<file path="config.mk">
export PLATFORM = sky130hd
export DESIGN_NAME = usb_sof_tx_scheduler
export DESIGN_NICKNAME = d
export VERILOG_FILES = /design/src/rtl/usb_sof_tx_scheduler.sv
export SDC_FILE = /design/constraint.sdc
export NUM_CORES = 1
export LEC_CHECK = 0
export CORE_MARGIN = 4
export CORE_UTILIZATION = 40
export CTS_CLUSTER_SIZE = 28
export DETAILED_ROUTE_END_ITERATION = 8
export PLACE_DENSITY = 0.71
export SKIP_CTS_REPAIR_TIMING = 1
export SLEW_MARGIN = 10
export SYNTH_ARGS = -nofsm -noshare
export SYNTH_HDL_FRONTEND = slang
export SYNTH_SLANG_ARGS = --single-unit
</file>
<file path="constraint.sdc">
create_clock -name clk -period 1.9 [get_ports clk]
set_clock_uncertainty 0.1 [all_clocks]
set_input_delay 0.19 -clock clk [delete_from_list [all_inputs] [get_ports clk]]
set_output_delay 0.19 -clock clk [all_outputs]
set_load 0.02 [all_outputs]
</file>
<file path="src/rtl/usb_sof_tx_scheduler.sv">
// usb_sof_tx_scheduler: owns the USB frame timer, emits 3-byte SOF packets on the
// SIE Tx port, and arbitrates that port with one external transaction engine (SOF wins).
// Optional macro SOF_OVERRUN_CNT_EN builds a saturating count of frame wraps missed while an SOF was pending.
module usb_sof_tx_scheduler #(
  parameter int         FRAME_CLKS     = 48000,
  parameter int         GUARD_CLKS     = 2000,
  parameter logic [7:0] SOF_CTRL_START = 8'h01,
  parameter logic [7:0] SOF_CTRL_DATA  = 8'h02,
  parameter logic [7:0] PID_SOF        = 8'hA5
) (
  input  logic        clk,
  input  logic        rst,
  input  logic        sofEnable,
  output logic [10:0] frameNum,
  output logic        sofSent,
  output logic        sofGuard,
  input  logic        txnReq,
  output logic        txnGnt,
  input  logic [7:0]  txnCtrlIn,
  input  logic [7:0]  txnDataIn,
  input  logic        txnWEn,
  output logic        txnRdy,
  output logic [7:0]  SIEPortCtrlOut,
  output logic [7:0]  SIEPortDataOut,
  output logic        SIEPortWEn,
  input  logic        SIEPortTxRdy,
  output logic [7:0]  sofOverrunCnt
);

  localparam int            CW          = $clog2(FRAME_CLKS);
  localparam logic [CW-1:0] LAST_CNT    = CW'(FRAME_CLKS - 1);
  localparam logic [CW-1:0] GUARD_START = CW'(FRAME_CLKS - GUARD_CLKS);

  typedef enum logic [1:0] {IDLE, SOF_WR, SOF_GAP, TXN} state_t;

  state_t        r_state, w_state_nxt;
  logic [CW-1:0] r_count;
  logic [1:0]    r_idx, w_idx_nxt;
  logic [10:0]   r_frame_num;
  logic          r_pending, r_guard, r_gnt, r_sof_sent, r_wen;
  logic [7:0]    r_ctrl, r_data;
  logic          w_wen, w_wrap, w_sof_done;
  logic [7:0]    w_ctrl, w_data;

  assign w_wrap = sofEnable && (r_count == LAST_CNT);

  // Frame timer, guard window and pending-SOF flag; a wrap outranks a same-cycle SOF completion.
  always_ff @(posedge clk or negedge rst) begin
    if (!rst) begin
      r_count   <= '0;
      r_guard   <= 1'b0;
      r_pending <= 1'b0;
    end else begin
      r_guard <= sofEnable && (r_count >= GUARD_START);
      if (!sofEnable || w_wrap) r_count <= '0;
      else                      r_count <= r_count + 1'b1;
      if (!sofEnable)       r_pending <= 1'b0;
      else if (w_wrap)      r_pending <= 1'b1;
      else if (w_sof_done)  r_pending <= 1'b0;
    end
  end

  // Next-state and port-write decision; SOF bytes only leave from SOF_WR, so writes are never back to back.
  always_comb begin
    w_state_nxt = r_state;
    w_idx_nxt   = r_idx;
    w_wen       = 1'b0;
    w_ctrl      = 8'h00;
    w_data      = 8'h00;
    w_sof_done  = 1'b0;
    case (r_state)
      IDLE: begin
        if (r_pending) begin
          w_state_nxt = SOF_WR;
          w_idx_nxt   = 2'd0;
        end else if (txnReq && !r_guard) begin
          w_state_nxt = TXN;
        end
      end
      SOF_WR: begin
        if (SIEPortTxRdy) begin
          w_wen       = 1'b1;
          w_state_nxt = SOF_GAP;
          case (r_idx)
            2'd0: begin w_ctrl = SOF_CTRL_START; w_data = PID_SOF;                    end
            2'd1: begin w_ctrl = SOF_CTRL_DATA;  w_data = r_frame_num[7:0];           end
            default: begin w_ctrl = SOF_CTRL_DATA; w_data = {5'b0, r_frame_num[10:8]}; end
          endcase
        end
      end
      SOF_GAP: begin
        if (r_idx == 2'd2) begin
          w_sof_done  = 1'b1;
          w_idx_nxt   = 2'd0;
          w_state_nxt = IDLE;
        end else begin
          w_idx_nxt   = r_idx + 2'd1;
          w_state_nxt = SOF_WR;
        end
      end
      TXN: begin
        w_wen  = txnWEn & r_gnt;
        w_ctrl = txnCtrlIn;
        w_data = txnDataIn;
        if (!txnReq) w_state_nxt = IDLE;
      end
      default: w_state_nxt = IDLE;
    endcase
  end

  // State register, registered SIE port outputs, grant, frame number and sent pulse.
  always_ff @(posedge clk or negedge rst) begin
    if (!rst) begin
      r_state     <= IDLE;
      r_idx       <= 2'd0;
      r_frame_num <= 11'd0;
      r_gnt       <= 1'b0;
      r_sof_sent  <= 1'b0;
      r_wen       <= 1'b0;
      r_ctrl      <= 8'h00;
      r_data      <= 8'h00;
    end else begin
      r_state    <= w_state_nxt;
      r_idx      <= w_idx_nxt;
      r_gnt      <= (w_state_nxt == TXN);
      r_sof_sent <= w_sof_done;
      r_wen      <= w_wen;
      r_ctrl     <= w_ctrl;
      r_data     <= w_data;
      if (w_sof_done) r_frame_num <= r_frame_num + 11'd1;
    end
  end

`ifdef SOF_OVERRUN_CNT_EN
  logic [7:0] r_overrun;

  // Count frame boundaries that arrive while the previous SOF is still waiting; saturates.
  always_ff @(posedge clk or negedge rst) begin
    if (!rst)                                       r_overrun <= 8'h00;
    else if (w_wrap && r_pending && r_overrun != 8'hFF) r_overrun <= r_overrun + 8'h01;
  end

  assign sofOverrunCnt = r_overrun;
`else
  assign sofOverrunCnt = 8'h00;
`endif

  assign frameNum       = r_frame_num;
  assign sofSent        = r_sof_sent;
  assign sofGuard       = r_guard;
  assign txnGnt         = r_gnt;
  assign txnRdy         = SIEPortTxRdy & r_gnt;
  assign SIEPortCtrlOut = r_ctrl;
  assign SIEPortDataOut = r_data;
  assign SIEPortWEn     = r_wen;

endmodule

</file>
* After elaboration in Yosys (flattened, before gate mapping)
Cells that the tools add are included.
Storage, ports and cells: flip-flop bits (word level) 52, output and inout port bits 40, logic and storage cells 59
Cells by class: add/subtract/negate cells 3, magnitude comparators 1, equal/unequal tests 9, multiplexer cells 23, bitwise logic cells 2, reduce and logical (&&, ||, !) cells 10
Operators by type and width (count):
- $pmux 8 s2 | 3
- $add 16x1->16 const B | 1
- $eq 16x16->1 const B | 1
- $ge 16x16->1 const B | 1
- $mux 16 | 1
- $mux 2 | 8
- $add 11x1->11 const B | 1
- $eq 2x2->1 const B | 4
- $mux 8 | 1
- $pmux 2 s4 | 1
- $mux 1 | 7
- $eq 2x1->1 const B | 2
- $logic_not 2->1 | 2
- $pmux 2 s2 | 1
- $logic_and 1x1->1 | 3
- $ne 3x1->1 const B | 1
- $add 2x1->2 const B | 1
- $and 1x1->1 | 2
- $logic_not 1->1 | 2
- $ne 2x2->1 const B | 1
- $pmux 1 s2 | 1
- $reduce_and 2->1 | 1
- $reduce_bool 2->1 | 1
- $logic_or 1x1->1 | 1

* Longest topological paths before layout
Gate-level depths: netlist of the first run.
depth in word-level cells 6, depth in mapped cells 6, depth with buffers taken out 5

* Worst setup path before layout of the first run
No wires, ideal clock.
path kind register to register, start reg r_count[0], end reg r_count[10], arrival time 1.505 ns, required time 1.679 ns, path slack 0.174 ns, cell stages (with the launch flop) 7, path buffers 1, cell sequence dfrtp_1 -> ha_1 -> and3_1 -> nand4_1 -> o31ai_2 -> buf_2 -> nor2_1
Between the ends: cells in the longest elaborated chain, start to end 4, elaborated cells on any way between the ends 5
RTL lines:
- start: declaration | line 37 | logic [CW-1:0] r_count;
- start signal: assignment | line 56 | else r_count <= r_count + 1'b1;
- parallel branches: the longest is 3 deep, another holds $add 16x1->16
- $mux 16 (*) | line 55 | if (!sofEnable || w_wrap) r_count <= '0;
Every way passes the cells marked *. A chain may end at the register's enable or synchronous reset.

* Worst setup path after layout of the first run
start reg r_count[0], end reg r_count[9]
Same word-level chain as after synthesis.

==> results of run 1 <==
## path summary, 6_finish.rpt
check                             startpoint                end  cells past startpoint  slack [ns]
worst min-delay path                     rst  SIEPortCtrlOut[5]                      2        0.25
min in group clk                txnDataIn[7]  SIEPortDataOut[7]                      3        0.32
max in group asynchronous                rst        frameNum[1]                      3        0.80
worst min register to register  frameNum[10]       frameNum[10]                      1        0.41
worst max-delay path              r_count[0]         r_count[9]                      6        0.14
worst max register to register    r_count[0]         r_count[9]                      6        0.14
## per-stage QoR
stage / worst slack (ns) / instances
after global placement: 0.170 / 357
final: 0.141 / 366
after floorplan: 0.174 / 239
after global routing: 0.0133 / 366
after CTS: 0.147 / 365
after detailed placement: 0.156 / 357
## synth_stat cells, drive strengths merged (4+ instances only)
library cell,count
a21oi,5
and2,4
and3,10
buf,11
clkbuf,5
dfrtp,52
inv,10
nand2,21
nand2b,4
nand3,13
nand4,4
nor2,23
nor4,4
o21ai,11
xnor2,15
xor2,6
## layer usage
layer,vias to the layer above,part of all wire [%],GRT usage (%)
met2,49,49,24.4
met1,840,45,18.7
met3,2,5.8,3.98
li1,897,-,-
met4,0,0.38,3.02
met5,-,0,0
## sequential cells by signal (all words and copies together), names as in the netlist
signal,count
SIEPortCtrlOut,8
SIEPortDataOut,8
SIEPortWEn,1
frameNum,11
r_count,16
r_idx,2
r_pending,1
r_state,2
sofGuard,1
sofSent,1
txnGnt,1
## cell families after synthesis
family	count (synthesis)	share of synthesized area, %
muxes	2	0.894
DFF	52	54.7
buffers and inverters	26	5.63
AOI/OAI and AO/OA	30	8.00
other	1	0.158
adders and majority gates	3	1.58
and+or+nand+nor	97	21.3
xor gates and xnor gates	21	7.73
## power groups by stage
stage          registers [uW]  clock network, uW  logic, uW
2_1_floorplan            1690                  0        450
3_3_place_gp             1460                  0       1250
3_5_place_dp             1470                  0       1270
4_1_cts                  1450                810       1280
5_1_grt                  1490                870       1390
6_report                 1450                789       1270
## worst max-delay path: stages (launching register included)
cell and delay, ns:
dfrtp_1 0.42, ha_1 0.22, and3_1 0.25, nand4_1 0.15
o31ai_2 0.24, buf_6 0.20, nor2_1 0.06
## final cells by class
type                            instances  area share (%)
Multi-Input combinational cell        161            31.0
Inverter                               10            1.20
Timing Repair Buffer                   63            19.4
Clock inverter                          2            1.24
Tap cell                               72            2.88
Sequential cell                        52            41.6
Clock buffer                            6            2.64
==> flow_summary_export.csv, run 1 <==
group,metric,value,unit
timing,post-route-period-util,92.6,%
layout,final_nets,318,
timing,rsz0062_at_grt,"false",
critical_path,end_kind,"flop",
flow_run,maxCapViolCount,0,
route,drc,0,
logic_synthesis,yosys.cell_types.count,41,
layout,utilization,55.4,%
layout,syn_to_final_growth,31.5,%
floorplan,core,0.00564,mm^2
clock_tree,cts.path.max_buffers,2,
critical_path,crit_required,1.99,ns
timing,fmaxAchievable,0.569,GHz
critical_path,worst_setup_path_start_kind,"flop",
layout,final_area,0.00313,mm^2
pwr,power_density,1120,mW/mm^2
layout,fillerInstances,505,
floorplan,placementRows,27,
pwr,p_sw,1150,uW
clock_tree,tritoncts,"done",
layout,final_cell_mix,"52 x dfrtp_1, 52 x clkdlybuf4s50_1, 23 x nor2_1",
pwr,pwr-share-clk,22.5,%
run_status,status,"finished clean",
critical_path,cp_max_fo,14,
floorplan,initial_core_util,42.2,%
min_path,hold_path.class,"in -> async",
clock_tree,htreeDepth,2,
logic_synthesis,avgSynthCellArea,10.3,um^2
clock_tree,cts_root_buf,"clkbuf_8",
timing,drv_slew,0,
floorplan,ios,62,
logic_synthesis,yosys.area.top_type,"dfrtp_1",
global_routing,grt_max_degree,24,
route,wl_per_cell,13.5,um
clock_tree,cts_buffers,5,
logic_synthesis,synth_ff_type,"dfrtp_1",
logic_synthesis,syn_area,0.00238,mm^2
layout,drive_gt1_share,7.48,%
route,wl,4.94,mm
pwr,power,3500,uW
layout,multiInputGateArea,970,um^2
layout,regArea,0.00130,mm^2
logic_synthesis,seq_area_frac_synth,54.7,%
pwr,sw_frac_of_total,33.0,%
pwr,power_frac_comb,36.2,%
global_routing,grt-ovfl-total,0,
placement,gp_congestion,0.789,
floorplan,fp.dieW,85.1,um
logic_synthesis,synth_warnings,0,
logic_synthesis,async_flop_share,100,%
critical_path,worstSetupPathType,"reg -> reg",
timing,fin_setup_tns,0,ns
global_routing,antenna_found_initial,0,
clock_tree,clock_latency,0.30,ns
global_routing,grt_usage,14.5,%
pwr,irDropWorstVdd,0.540,mV
route,drtAntennaViolNets,0,
timing,hold_slack,0.253,ns
logic_synthesis,synth_edf_count,0,
pwr,pwr-share-seq,41.3,%
logic_synthesis,synthTopCellsByArea,"dfrtp_1 55%, xnor2_1 5.5%, nor2_1 3.6%",
route,vias_per_cell,4.89,
global_routing,grt_pass1_vias,1822,
clock_tree,cts_sinks,52,
floorplan,die_area,0.00724,mm^2
route,drtPass1Iterations,4,
pwr,p_leak,0.00137,uW
layout,antenna_cells,0,
pwr,internal-power,2350,uW
logic_synthesis,synth.top_cell.area_share,54.7,%
floorplan,dieHeight,85.1,um
placement,portBuffers,53,
critical_path,cp_data_arrival_time,1.85,ns
placement,placed_cell_area,0.00299,mm^2
timing,finalSetupViolCount,0,
clock_tree,path_clk_slew,0.09,ns
route,via_count,1788,
timing,min_period,1.76,ns
route,drt-initial-drc-count,71,
timing,hold_viol,0,
logic_synthesis,ys_ff_latch,52,
global_routing,grt_pass1_wl,8.59,mm
placement,dp_hpwl,3.74,mm
logic_synthesis,netlist_instances,232,
(Power assumes the default switching activity.)
==> inputs of run 2 (changes only) <==
- GPL_TIMING_DRIVEN: default -> 0
==> flow_summary_export.csv, run 2 (synthesis gave the netlist of run 1 again) <==
group,metric,value,unit
run_status,status,"finished clean",
floorplan,placementRows,27,
global_routing,grt_pass1_vias,1678,
floorplan,ios,62,
floorplan,die_area,0.00724,mm^2
route,wl,4.95,mm
route,drtAntennaViolNets,0,
floorplan,initial_core_util,42.2,%
layout,largest_register_ffs,16,
critical_path,end_kind,"flop",
layout,antenna_cells,0,
placement,portBuffers,53,
layout,drive_gt1_share,10.2,%
placement,gp_congestion,0.804,
critical_path,crit_buf_inv,1,
placement,dp_cells,365,
clock_tree,clock_latency,0.30,ns
min_path,hold_path.class,"in -> async",
pwr,pwr-share-seq,44.8,%
pwr,p_sw,1160,uW
clock_tree,cts_sinks,52,
clock_tree,cts_root_buf,"clkbuf_8",
layout,regArea,0.00130,mm^2
critical_path,crit_slowest_cell,"dfrtp_1",
layout,syn_to_final_growth,34.1,%
layout,utilization,56.5,%
critical_path,crit_family,"flip-flops",
timing,drv_slew,0,
critical_path,crit_required,1.99,ns
pwr,pwr-share-clk,18.7,%
floorplan,fp.dieW,85.1,um
global_routing,grt_pass1_wl,8.12,mm
critical_path,path_cells,"ha_2 > and3_4 > nand4_1 > o31ai_4 > buf_4 > nor2_1",
pwr,p_leak,0.00139,uW
critical_path,worst_setup_path_start_kind,"flop",
timing,slew-limit-headroom,62.6,%
critical_path,max_stage_delay,0.44,ns
global_routing,antenna_found_initial,0,
pwr,power_frac_comb,36.5,%
layout,finalNonFillerCells,376,
layout,fillerInstances,491,
layout,final_nets,328,
pwr,power_density,1040,mW/mm^2
placement,placed_cell_area,0.00304,mm^2
route,drt-met1-wl,2.32,mm
route,wl_per_cell,13.2,um
clock_tree,htreeDepth,2,
floorplan,dieHeight,85.1,um
pwr,irDropWorstVdd,0.638,mV
route,vias_per_cell,4.95,
clock_tree,tritoncts,"done",
timing,worst_slew_pin_slew,0.561,ns
layout,top_register,"r_count",
clock_tree,cts.path.max_buffers,2,
route,top_layer,"met4",
timing,post-route-period-util,95.7,%
global_routing,grt_max_degree,30,
floorplan,core,0.00564,mm^2
pwr,sw_frac_of_total,34.9,%
timing,hold_viol,0,
critical_path,cp_data_arrival_time,1.91,ns
layout,multiInputGateArea,992,um^2
global_routing,grt-ovfl-total,0,
route,routed-wl-met2,2.32,mm
critical_path,worstSetupPathType,"reg -> reg",
placement,dp_hpwl,3.68,mm
global_routing,grt_usage,13.7,%
route,met3_length,271,um
timing,fmaxAchievable,0.550,GHz
timing,finalSetupViolCount,0,
clock_tree,path_clk_slew,0.10,ns
route,drtPass1Iterations,4,
flow_run,maxCapViolCount,0,
timing,min_period,1.82,ns
route,via_count,1861,
layout,final_cell_mix,"52 x dfrtp_1, 52 x clkdlybuf4s50_1, 23 x nor2_1",
route,drt-initial-drc-count,93,
route,drc,0,
layout,final_area,0.00319,mm^2
critical_path,cp_max_fo,5,
clock_tree,cts_buffers,5,
timing,rsz0062_at_grt,"true",
pwr,internal-power,2160,uW
run 2: cell types whose count changed in the layout (fill, tap and decap cells not counted), sizes merged:
cell      previous run  this run
buf                 10        15
clkbuf               6        11
bufinv               1         0
clkinvlp             0         1
run 2: worst paths after layout:
kind                                           to  cells past startpoint          from  slack [ns]
worst max-delay path                   r_count[3]                      6    r_count[0]        0.08
worst min-delay path            SIEPortCtrlOut[6]                      2           rst        0.30
worst max register to register         r_count[3]                      6    r_count[0]        0.08
worst min register to register        frameNum[9]                      1   frameNum[9]        0.42
max in group asynchronous             frameNum[1]                      3           rst        0.86
min in group clk                SIEPortDataOut[5]                      3  txnDataIn[5]        0.32
run 2: layer usage:
metal / up-vias / global-route usage [%]
met5: - / 0
li1: 913 / -
met1: 893 / 18.5
met3: 5 / 3.01
met4: 0 / 3.45
met2: 50 / 22.3
run 2: metrics by stage:
stage	worst slack (ns)	total power (uW)	TNS, ns	hold WS (ns)
after floorplan	0.174	2140	0	-0.206
after global placement	-0.957	2680	-50.10	0.393
after detailed placement	-0.0866	2720	-0.814	0.117
after CTS	-0.109	3340	-1.04	-0.224
after global routing	-0.0351	3530	-0.297	0.338
final	0.0816	3320	0	0.298
run 2: final cells by class:
| type | instances | area share [%] |
|---|---|---|
| tap | 72 | 2.82 |
| buffer | 16 | 3.30 |
| timing repair buffer | 57 | 18.0 |
| multi-input combinational | 161 | 31.1 |
| clock buffer | 6 | 2.28 |
| inverter | 10 | 1.18 |
| sequential | 52 | 40.8 |
| clock inverter | 2 | 0.510 |
run 2: power by group through the flow:
stage          logic [uW]  registers [uW]  clock network (uW)
6_report             1210            1490                 621
5_1_grt              1310            1520                 689
4_1_cts              1210            1490                 647
3_5_place_dp         1210            1510                   0
3_3_place_gp         1180            1500                   0
2_1_floorplan         450            1690                   0
run 2: worst reg2reg max path, delay by kind of cell (launching register included):
family	cells	cell delay, ns
fa+ha+maj	1	0.23
buf+inv	1	0.18
compound gates	1	0.35
flops	1	0.44
simple gates	3	0.41
==> inputs of run 3 (changes only) <==
- ABC_AREA: default -> 1
- PLACE_DENSITY: 0.71 -> 0.7
==> flow_summary_export.csv, run 3 <==
group,metric,value,unit
layout,final_cell_mix,"81 x nand2_1, 52 x dfrtp_1, 52 x clkdlybuf4s50_1",
route,drtPass1Iterations,4,
layout,syn_to_final_growth,29.5,%
logic_synthesis,synth_ff_type,"dfrtp_1",
clock_tree,cts_sinks,52,
critical_path,cp_max_fo,8,
pwr,irDropWorstVdd,0.475,mV
timing,worst_slew_pin_slew,0.543,ns
placement,dp_cells,456,
global_routing,grt_pass1_wl,8.81,mm
layout,regArea,0.00130,mm^2
logic_synthesis,async_flop_share,100,%
layout,antenna_cells,0,
logic_synthesis,synth_commonest_cells,"81 x nand2_1, 52 x dfrtp_1, 44 x nor2_1, 43 x inv_1, 16 x nand3_1",
global_routing,grt_pass1_vias,1906,
critical_path,crit_required,1.61,ns
global_routing,antenna_found_initial,0,
pwr,power_density,936,mW/mm^2
layout,finalNonFillerCells,465,
route,wl_per_cell,11.4,um
floorplan,placementRows,29,
timing,fin_setup_tns,0,ns
clock_tree,tritoncts,"done",
layout,final_area,0.00337,mm^2
logic_synthesis,yosys.area.top_type,"dfrtp_1",
route,via_count,2079,
clock_tree,cts_buffers,5,
critical_path,crit_family,"buffers and inverters",
timing,hold_slack,0.286,ns
critical_path,path_cells,"clkdlybuf4s50_1",
route,drtAntennaViolNets,0,
placement,placed_cell_area,0.00327,mm^2
floorplan,core,0.00635,mm^2
logic_synthesis,yosysMostFrequentCell,"nand2_1",
placement,dp_hpwl,4.13,mm
logic_synthesis,syn_area,0.00260,mm^2
route,drc,0,
floorplan,die_area,0.00786,mm^2
logic_synthesis,synthTopCellsByArea,"dfrtp_1 50%, nand2_1 12%, nor2_1 6.3%",
floorplan,ios,62,
clock_tree,htreeDepth,2,
timing,post-route-period-util,92.7,%
timing,slew-limit-headroom,63.8,%
layout,largest_register_ffs,16,
logic_synthesis,avgSynthCellArea,8.19,um^2
layout,drive_gt1_share,10.3,%
critical_path,crit_buf_inv,1,
min_path,hold_path.class,"in -> async",
layout,final_common_cell,"nand2_1",
placement,gp_congestion,0.820,
critical_path,ff2ff_setup_slack,0.32,ns
layout,multiInputGateArea,0.00107,mm^2
timing,finalSetupViolCount,0,
logic_synthesis,yosys.cell_types.count,31,
timing,hold_viol,0,
pwr,power,3150,uW
timing,rsz0062_at_grt,"false",
critical_path,rr_endpoint,"r_count[12]",
route,wl,5.32,mm
floorplan,initial_core_util,41.0,%
critical_path,worstSetupPathType,"reg -> out",
logic_synthesis,netlist_instances,318,
route,drt-initial-drc-count,78,
clock_tree,cts_root_buf,"clkbuf_8",
logic_synthesis,synth_edf_count,0,
flow_run,maxCapViolCount,0,
clock_tree,clock_latency,0.30,ns
critical_path,regToRegStartpoint,"r_count[1]",
timing,drv_slew,0,
route,vias_per_cell,4.47,
critical_path,crit_slowest_cell,"clkdlybuf4s50_1",
timing,min_period,1.76,ns
critical_path,r2r_cells,9,
logic_synthesis,synth.top_cell.area_share,50.0,%
critical_path,end_kind,"output pin",
logic_synthesis,ys_ff_latch,52,
layout,final_nets,412,
critical_path,worst_setup_path_start_kind,"flop",
global_routing,grt_usage,14.2,%
layout,top_register,"r_count",
clock_tree,cts.path.max_buffers,2,
floorplan,dieHeight,88.7,um
logic_synthesis,synth_warnings,0,
clock_tree,path_clk_slew,0.10,ns
pwr,p_leak,0.00160,uW
layout,fillerInstances,583,
critical_path,max_stage_delay,0.66,ns
placement,portBuffers,53,
logic_synthesis,seq_area_frac_synth,50.0,%
critical_path,cp_data_arrival_time,1.47,ns
floorplan,fp.dieW,88.7,um
run_status,status,"finished clean",
global_routing,grt_max_degree,30,
global_routing,grt-ovfl-total,0,
timing,fmaxAchievable,0.567,GHz
==> run 3: cell types whose count changed after synthesis, sizes merged, moves of 5 or more <==
cell	previous run	this run
and3	10	0
clkbuf	5	0
inv	10	46
nand2	21	86
nand4	4	9
nor2	23	56
xnor2	15	3
==> run 3: worst max-delay path by stage <==
| stage | from | to | cells after the start |
|---|---|---|---|
| detailed placement | SIEPortTxRdy | txnRdy | 4 |
| CTS | frameNum[7] | frameNum[7] | 1 |
| global route | frameNum[7] | frameNum[7] | 1 |
| floorplan | frameNum[0] | frameNum[10] | 6 |
| global placement | rst | r_count[13] | 1 |
| finish | frameNum[7] | frameNum[7] | 1 |
==> run 3: stage by stage <==
step / setup WS (ns) / util, %
after floorplan: 0.443 / -
after detailed placement: 0.196 / 51.5
after CTS: 0.127 / 52.9
after global placement: -0.984 / 51.3
after global routing: 0.0829 / 53.1
final: 0.138 / 53.1
==> run 3: where the power goes <==
part / switching (uW) / internal (uW) / leakage [uW] / total (uW)
combinational: 632 / 466 / 0.000858 / 1100
sequential: 137 / 1300 / 0.000704 / 1430
clock: 362 / 263 / 0.0000414 / 624
==> run 3: cell families (layout without fill, tap and decap cells) <==
logic type               count (synthesis)  in the layout  share of synthesized area (%)
buffers and inverters                   56            119                           9.90
XOR/XNOR                                 9              9                           3.03
other                                    1              8                          0.144
adder cells (fa/ha/maj)                  3              3                           1.44
flip-flops                              52             52                           50.0
AND/OR/NAND/NOR                        172            172                           29.6
AO/OA/AOI/OAI                           25             25                           5.91
==> run 3: area by class of cell <==
class                           instances  share of cell area [%]
Buffer                                 10                    2.52
Clock buffer                            6                    2.15
Clock inverter                          2                   0.483
Inverter                               46                    5.12
Multi-Input combinational cell        217                    31.8
Sequential cell                        52                    38.6
Tap cell                               77                    2.86
Timing Repair Buffer                   55                    16.5
==> run 3: layer usage <==
layer	part of all wire (%)	global-route usage, %	vias up
li1	-	-	1106
met1	46	18.5	900
met2	45	23.5	67
met3	7.5	3.35	6
met4	1.1	4.26	0
met5	0	0	-
